===== src/rtl/elastic_demultiplexer_pkg.sv =====
// Shared constants for the elastic demultiplexer and its fork branches.
// Latency: n/a (constants only).
// Backpressure: n/a.
package elastic_demultiplexer_pkg;

    localparam int DATA_WIDTH            = 32;
    localparam int INPUT_NUM             = 4;
    localparam int INPUT_NUM_BIT_LENGTH  = $clog2(INPUT_NUM);
    localparam int OUTPUT_NUM            = 4;
    localparam int OUTPUT_NUM_BIT_LENGTH = $clog2(OUTPUT_NUM);

endpackage


===== src/rtl/elastic_demultiplexer_fork_branch.sv =====
// One branch of the eager fork: tracks whether this output has taken the held token.
// Latency: combinational valid/done from registered sent bit.
// Backpressure: keeps valid high until its consumer drops stop; never re-offers a taken token.
//
// Ports:
//   clk, reset     clock, asynchronous active-high reset
//   full           holding register contains a token
//   mask_bit       this output is a destination of the held token
//   stop           consumer backpressure for this output
//   load           a new token is entering the holding register this cycle
//   all_done       every enabled output has the held token (this cycle)
//   valid          token offered to this output
//   done           this output needs nothing more for the held token
module elastic_fork_branch
    import elastic_demultiplexer_pkg::*;
(
    input  logic clk,
    input  logic reset,
    input  logic full,
    input  logic mask_bit,
    input  logic stop,
    input  logic load,
    input  logic all_done,
    output logic valid,
    output logic done
);

    logic sent_reg;

    assign valid = full & mask_bit & ~sent_reg;
    // Done if already delivered, not a destination, or delivering right now.
    assign done  = sent_reg | ~mask_bit | ~stop;

    always_ff @(posedge clk or posedge reset) begin
        if (reset) begin
            sent_reg <= 1'b0;
        end else if (load || all_done) begin
            // A new token (or retirement of the old one) restarts tracking.
            sent_reg <= 1'b0;
        end else if (full) begin
            sent_reg <= sent_reg | (valid & ~stop);
        end
    end

endmodule


===== src/rtl/elastic_demultiplexer.sv =====
// Elastic 1-to-N demultiplexer: one-entry holding register forked eagerly to a masked set of outputs.
// Latency: token accepted in cycle N is offered in cycle N+1; 1 token/cycle when outputs never stall.
// Backpressure: stop_input high while a held token still awaits some enabled output; releases in the completing cycle.
//
// Ports:
//   clk, reset           clock, asynchronous active-high reset
//   data_input/valid_input/stop_input      upstream elastic channel
//   data_output/valid_output/stop_output   per-output elastic channels (unpacked arrays)
//   output_enable_mask   destinations of the next token, captured at load
//   switch_context       one-cycle pulse when the held token reaches all its destinations
module elastic_demultiplexer
    import elastic_demultiplexer_pkg::*;
(
    input  logic                  clk,
    input  logic                  reset,
    input  logic [DATA_WIDTH-1:0] data_input,
    input  logic                  valid_input,
    output logic                  stop_input,
    output logic [DATA_WIDTH-1:0] data_output [OUTPUT_NUM],
    output logic                  valid_output [OUTPUT_NUM],
    input  logic                  stop_output [OUTPUT_NUM],
    input  logic [OUTPUT_NUM-1:0] output_enable_mask,
    output logic                  switch_context
);

    logic [DATA_WIDTH-1:0] data_reg;
    logic                  full_reg;
    logic [OUTPUT_NUM-1:0] mask_reg;
    logic [OUTPUT_NUM-1:0] done;
    logic                  all_done;
    logic                  load;

    // full_reg gates everything so stop_output has no path to stop_input when empty.
    assign all_done       = full_reg & (&done);
    assign switch_context = all_done;
    assign stop_input     = full_reg & ~all_done;
    assign load           = valid_input & ~stop_input;

    for (genvar i = 0; i < OUTPUT_NUM; i++) begin : g_branch
        elastic_fork_branch u_branch (
            .clk      (clk),
            .reset    (reset),
            .full     (full_reg),
            .mask_bit (mask_reg[i]),
            .stop     (stop_output[i]),
            .load     (load),
            .all_done (all_done),
            .valid    (valid_output[i]),
            .done     (done[i])
        );
        assign data_output[i] = data_reg;
    end

    always_ff @(posedge clk or posedge reset) begin
        if (reset) begin
            data_reg <= '0;
            mask_reg <= '0;
            full_reg <= 1'b0;
        end else if (load) begin
            // Loading in the completing cycle overwrites the retiring token.
            data_reg <= data_input;
            mask_reg <= output_enable_mask;
            full_reg <= 1'b1;
        end else if (all_done) begin
            full_reg <= 1'b0;
        end
    end

endmodule


===== config.mk =====
export PLATFORM = sky130hd
export DESIGN_NAME = elastic_demultiplexer
export DESIGN_NICKNAME = d
export VERILOG_FILES = /design/src/rtl/elastic_demultiplexer_pkg.sv /design/src/rtl/elastic_demultiplexer_fork_branch.sv /design/src/rtl/elastic_demultiplexer.sv
export SDC_FILE = /design/constraint.sdc
export NUM_CORES = 1
export LEC_CHECK = 0
export CAP_MARGIN = 20
export CORE_ASPECT_RATIO = 1.1
export CORE_MARGIN = 2
export CORE_UTILIZATION = 38
export DETAILED_ROUTE_END_ITERATION = 8
export PLACE_DENSITY = 0.87
export SLEW_MARGIN = 25
export SYNTH_ARGS = -nofsm -noshare
export SYNTH_HDL_FRONTEND = slang
export SYNTH_SLANG_ARGS = --single-unit
export TNS_END_PERCENT = 10

===== constraint.sdc =====
create_clock -name clk -period 4.2 [get_ports clk]
set_input_delay 1.05 -clock clk [delete_from_list [all_inputs] [get_ports clk]]
set_output_delay 1.05 -clock clk [all_outputs]
set_load 0.05 [all_outputs]

==> qor.yml, run 1 <==
clock_network:
  numCtsBuffers: 5
  cts_setup_buffers: 0
  cts.clk_slew.worst_paths_ps: 70
  clk_latency_ps: 280
  htree_levels: 2
  cts_tree: "yes"
  cts.path.max_buffers: 2
  cts_sinks: 41
  root_buffer: "clkbuf_8"
  postCtsHoldBufs: 0
  cts_resized: 0
logic_synthesis:
  synth_largest_area_cell: "dfrtp_1"
  synth_top_area_share_pct: 40.28
  ys_seq_elements: 41
  synth_cells: 213
  synth.distinct_cells: 19
  ys_seq_area_share_pct: 40.28
  netlist_area_sq_um: 2547
  yosys-top-cells-area: "dfrtp_1 (40%), buf_4 (29%), mux2_4 (18%)"
  syn_nets: 256
  avgSynthCellArea_sq_um: 11.96
  yosys_warnings: 0
timing:
  finClkSkew_ps: 6.319
  rsz0062_at_grt: "no"
  slew_headroom_pct: 43.49
  post-route-min-period_ps: 3519
  setup_tns_ps: 0
  fmax_ghz: 0.2842
  drv_slew: 0
  hold_viol_final: 0
  finalSetupViolations: 0
  post-route-period-util_pct: 83.79
  tightest_slew_ps: 846.5
floorplanning:
  die_y_microns: 89.88
  rows: 31
  core_area_sq_um: 6555
  die_w_microns: 82.07
  die-area_sq_um: 7376
  start_util_pct: 38.86
  io_pins: 177
drt:
  drt-total-wl_microns: 5218
  antenna_left: 0
  dr.first_iter.drc_count: 28
  avgRoutedWirePerCell_microns: 13.88
  drcViolationCount: 0
  vias: 1634
  vias_per_cell: 4.346
  drt_first_pass_iters: 4
layout:
  diodes: 0
  final_nets: 336
  largest_reg_flops: 32
  area_growth_syn_to_layout_pct: 47.40
  drive_gt1_share_pct: 16.67
  finalCoreUtilization_pct: 57.28
  fill_cells: 531
worst_setup_path:
  rr_startpoint: "mask_reg[0]$_DFFE_PP0P_"
  crit_required_ps: 3150
  critPathArrivalTime_ps: 2470
  critical_path_class: "input pin to output port"
  cp-start-kind: "input pin"
  crit_end: "stop_input"
  startpoint: "stop_output[3]"
  r2r_cells: 4
  rrSetupSlack_ps: 2080
  cp_max_fo: 4
  timing.rr.end: "data_reg[7]$_DFFE_PP0P_"
  endpoint_kind: "output port"
placed_design:
  place_congestion: 0.7011
  hpwl_microns: 4020
  port_buffers: 176
grt:
  grt_overflow: 0
  grt_pass1_vias: 1594
  grt_usage_pct: 13.74
  grt_pass1_wl_microns: 8093
  antenna_found_initial: 0
  grt_start_max_net_pins: 42
worst_hold_path:
  hp-class: "register to register"
outcome:
  outcome: "finished clean"
flow_run:
  maxCapViolations: 0
-- cells in the mapped netlist, drive strengths merged --
library cell    n
o41ai           1
nand2b          1
a21o            1
and2            1
nand2           5
clkbuf          1
inv             2
dfrtp          41
and3b           7
nor2            2
o21ai           7
mux2           36
nor3            1
buf           103
nor2b           3
nor4            1
-- layout make-up --
class | count | area, sq um | share of cell area, %
clock inverters | 1 | 30.03 | 0.7997
flip-flops and latches | 41 | 1026 | 27.32
multi-input cells | 66 | 725.7 | 19.33
clock buffers | 7 | 86.33 | 2.299
repair buffers | 177 | 1777 | 47.32
inverters | 2 | 7.507 | 0.1999
well taps | 82 | 102.6 | 2.732
-- per-layer routing --
metal  track usage [%]  share of wire, %  vias to the layer above
met5                 0                 0                        -
li1                  -                 -                      759
met3             4.116               8.5                        5
met2             25.68                55                       82
met4             2.917              0.79                        0
met1             14.72                36                      788
-- cells in the final DEF (no fill, tap or decap), drive strengths merged, types with 2 or more instances in the layout --
cell type,count
clkdlybuf4s50,174
dfrtp,41
mux2,36
and3b,7
o21ai,7
clkbuf,7
nand2,5
nor2b,3
buf,3
nor2,2
inv,2
-- how the worst min path moves through the flow --
| stage | from | end | slack (ps) | cells after the start |
|---|---|---|---|---|
| detailed placement | g_branch[1].u_branch.sent_reg$_DFFE_PP0P_ | g_branch[1].u_branch.sent_reg$_DFFE_PP0P_ | 500 | 2 |
| floorplan | g_branch[3].u_branch.sent_reg$_DFFE_PP0P_ | g_branch[3].u_branch.sent_reg$_DFFE_PP0P_ | 470 | 1 |
| CTS | g_branch[1].u_branch.sent_reg$_DFFE_PP0P_ | g_branch[1].u_branch.sent_reg$_DFFE_PP0P_ | 530 | 2 |
| finish | g_branch[1].u_branch.sent_reg$_DFFE_PP0P_ | g_branch[1].u_branch.sent_reg$_DFFE_PP0P_ | 520 | 2 |
| global route | mask_reg[3]$_DFFE_PP0P_ | mask_reg[3]$_DFFE_PP0P_ | 560 | 1 |
| global placement | g_branch[3].u_branch.sent_reg$_DFFE_PP0P_ | g_branch[3].u_branch.sent_reg$_DFFE_PP0P_ | 480 | 1 |
-- critical path, cell delays in order --
cell and delay (ps):
clkdlybuf4s50_1 430, and3b_1 230, o41ai_4 480, inv_1 80, buf_4 200
-- through the flow --
step / cell area (sq um) / std cells / setup slack (ps) / hold WS [ps]
after global placement: 3638 / 368 / 707.6 / 478.2
after floorplan: 2547 / 213 / 944.9 / 465.0
final: 3755 / 376 / 680.7 / 519.7
after global routing: 3755 / 376 / 582.3 / 557.7
after CTS: 3755 / 376 / 700.7 / 525.6
after detailed placement: 3638 / 368 / 707.0 / 504.1
-- cell families (layout without fill, tap and decap cells) --
family | after synthesis | count (layout) | synth area share [%]
compound gates | 9 | 9 | 2.751
flops | 41 | 41 | 40.27
simple gates | 21 | 21 | 5.403
mux | 36 | 36 | 20.33
buf+inv | 106 | 187 | 31.24
Power of run 1 is left out: the tool's default activity adds up to more than one toggle a clock period on the data nets, which glitch-free logic cannot reach.
==> run 2, diff against run 1 <==
Settings changed: CORE_UTILIZATION 38 to 36, PLACE_DENSITY 0.87 to 0.83.
Clock period 4.2 ns to 3.6 ns, I/O delays scaled along.
==> qor.yml, run 2 (synthesis gave the netlist of run 1 again) <==
drt:
  drcViolationCount: 0
  drt-total-wl_microns: 5424
  avgRoutedWirePerCell_microns: 14.31
  drt_first_pass_iters: 4
  dr.first_iter.drc_count: 29
  antenna_left: 0
  vias_per_cell: 4.446
  vias: 1685
timing:
  post-route-min-period_ps: 3228
  slew_headroom_pct: 42.08
  finClkSkew_ps: 7.807
  holdWs_ps: 523.9
  drv_slew: 0
  tightest_slew_ps: 867.6
  hold_viol_final: 0
  setup_tns_ps: 0
  post-route-period-util_pct: 89.66
  finalSetupViolations: 0
  rsz0062_at_grt: "no"
  setup_ws_ps: 372.1
  fmax_ghz: 0.3098
placed_design:
  hpwl_microns: 4125
  place_congestion: 0.8398
  dpl_worst_slack_ps: 370.2
  port_buffers: 176
worst_setup_path:
  endpoint_kind: "output port"
  crit_required_ps: 2700
  crit_path_cell_trace: "clkdlybuf4s50_1 -> and3b_1 -> o41ai_4 -> inv_1 -> buf_4"
  critPathArrivalTime_ps: 2330
  cp-start-kind: "input pin"
  worstPathBufferInverterCount: 3
  crit_family: "buffers and inverters"
  critical_path_class: "input pin to output port"
  crit_slowest_cell: "o41ai_4"
  cp_max_fo: 4
  slowest_delay_ps: 470
clock_network:
  postCtsHoldBufs: 0
  cts_setup_buffers: 0
  htree_levels: 2
  cts.path.max_buffers: 2
  cts_sinks: 41
  clk_latency_ps: 290
  cts_resized: 0
  numCtsBuffers: 5
  cts.clk_slew.worst_paths_ps: 70
  cts_tree: "yes"
  root_buffer: "clkbuf_8"
layout:
  finalCoreUtilization_pct: 53.74
  final_common_cell: "clkdlybuf4s50_1"
  largest_reg_flops: 32
  final_cell_mix: "clkdlybuf4s50_1 (174), dfrtp_1 (41), mux2_4 (30)"
  multi_input_area_sq_um: 725.7
  drive_gt1_share_pct: 15.99
  fill_cells: 590
  diodes: 0
  area_growth_syn_to_layout_pct: 46.12
  regArea_sq_um: 1026
  final_nets: 336
outcome:
  outcome: "finished clean"
floorplanning:
  core_area_sq_um: 6927
  die_y_microns: 92.23
  die-area_sq_um: 7766
  die_w_microns: 84.21
  start_util_pct: 36.78
  rows: 32
  io_pins: 177
grt:
  grt_overflow: 0
  grt_usage_pct: 13.51
  grt_start_max_net_pins: 42
  antenna_found_initial: 0
  grt_pass1_vias: 1672
  grt_pass1_wl_microns: 8369
worst_hold_path:
  hp-class: "register to register"
flow_run:
  maxCapViolations: 0
## run 2: path summary, 6_finish.rpt
| kind | start | depth (start not counted) | slack [ps] | to |
|---|---|---|---|---|
| hold reg to reg | g_branch[1].u_branch.sent_reg$_DFFE_PP0P_ | 2 | 520 | g_branch[1].u_branch.sent_reg$_DFFE_PP0P_ |
| max in group asynchronous | reset | 2 | 1940 | mask_reg[0]$_DFFE_PP0P_ |
| setup / recovery | stop_output[2] | 5 | 370 | stop_input |
| min in group asynchronous | reset | 2 | 1120 | data_reg[18]$_DFFE_PP0P_ |
| setup reg to reg | mask_reg[0]$_DFFE_PP0P_ | 4 | 1460 | data_reg[27]$_DFFE_PP0P_ |
| hold / removal | g_branch[1].u_branch.sent_reg$_DFFE_PP0P_ | 2 | 520 | g_branch[1].u_branch.sent_reg$_DFFE_PP0P_ |
## run 2: metal layers
| metal | global-route usage, % | up-vias | routed length, microns |
|---|---|---|---|
| met5 | 0 | - | 0 |
| met4 | 4.973 | 0 | 123 |
| met3 | 3.960 | 11 | 481 |
| met2 | 24.21 | 105 | 2822 |
| met1 | 15.06 | 812 | 1996 |
| li1 | - | 757 | - |
## run 2: layout make-up
cell class / instances / area share, %
inverters: 2 / 0.2017
flip-flops and latches: 41 / 27.56
clock buffers: 8 / 2.151
repair buffers: 177 / 47.73
multi-input cells: 66 / 19.50
well taps: 85 / 2.857
## run 2: through the flow
stage	cells	instance area, sq um
final	379	3722
after global routing	379	3722
after CTS	379	3722
after detailed placement	371	3642
after global placement	371	3642
after floorplan	213	2547
## run 2: worst register-to-register path, delay by kind of cell, from the launching register on
| kind | cells | cell delay [ps] |
|---|---|---|
| and+or+nand+nor | 2 | 660 |
| AOI/OAI and AO/OA | 1 | 490 |
| muxes | 1 | 490 |
| DFF | 1 | 400 |
Power of run 2 is left out for the same reason.
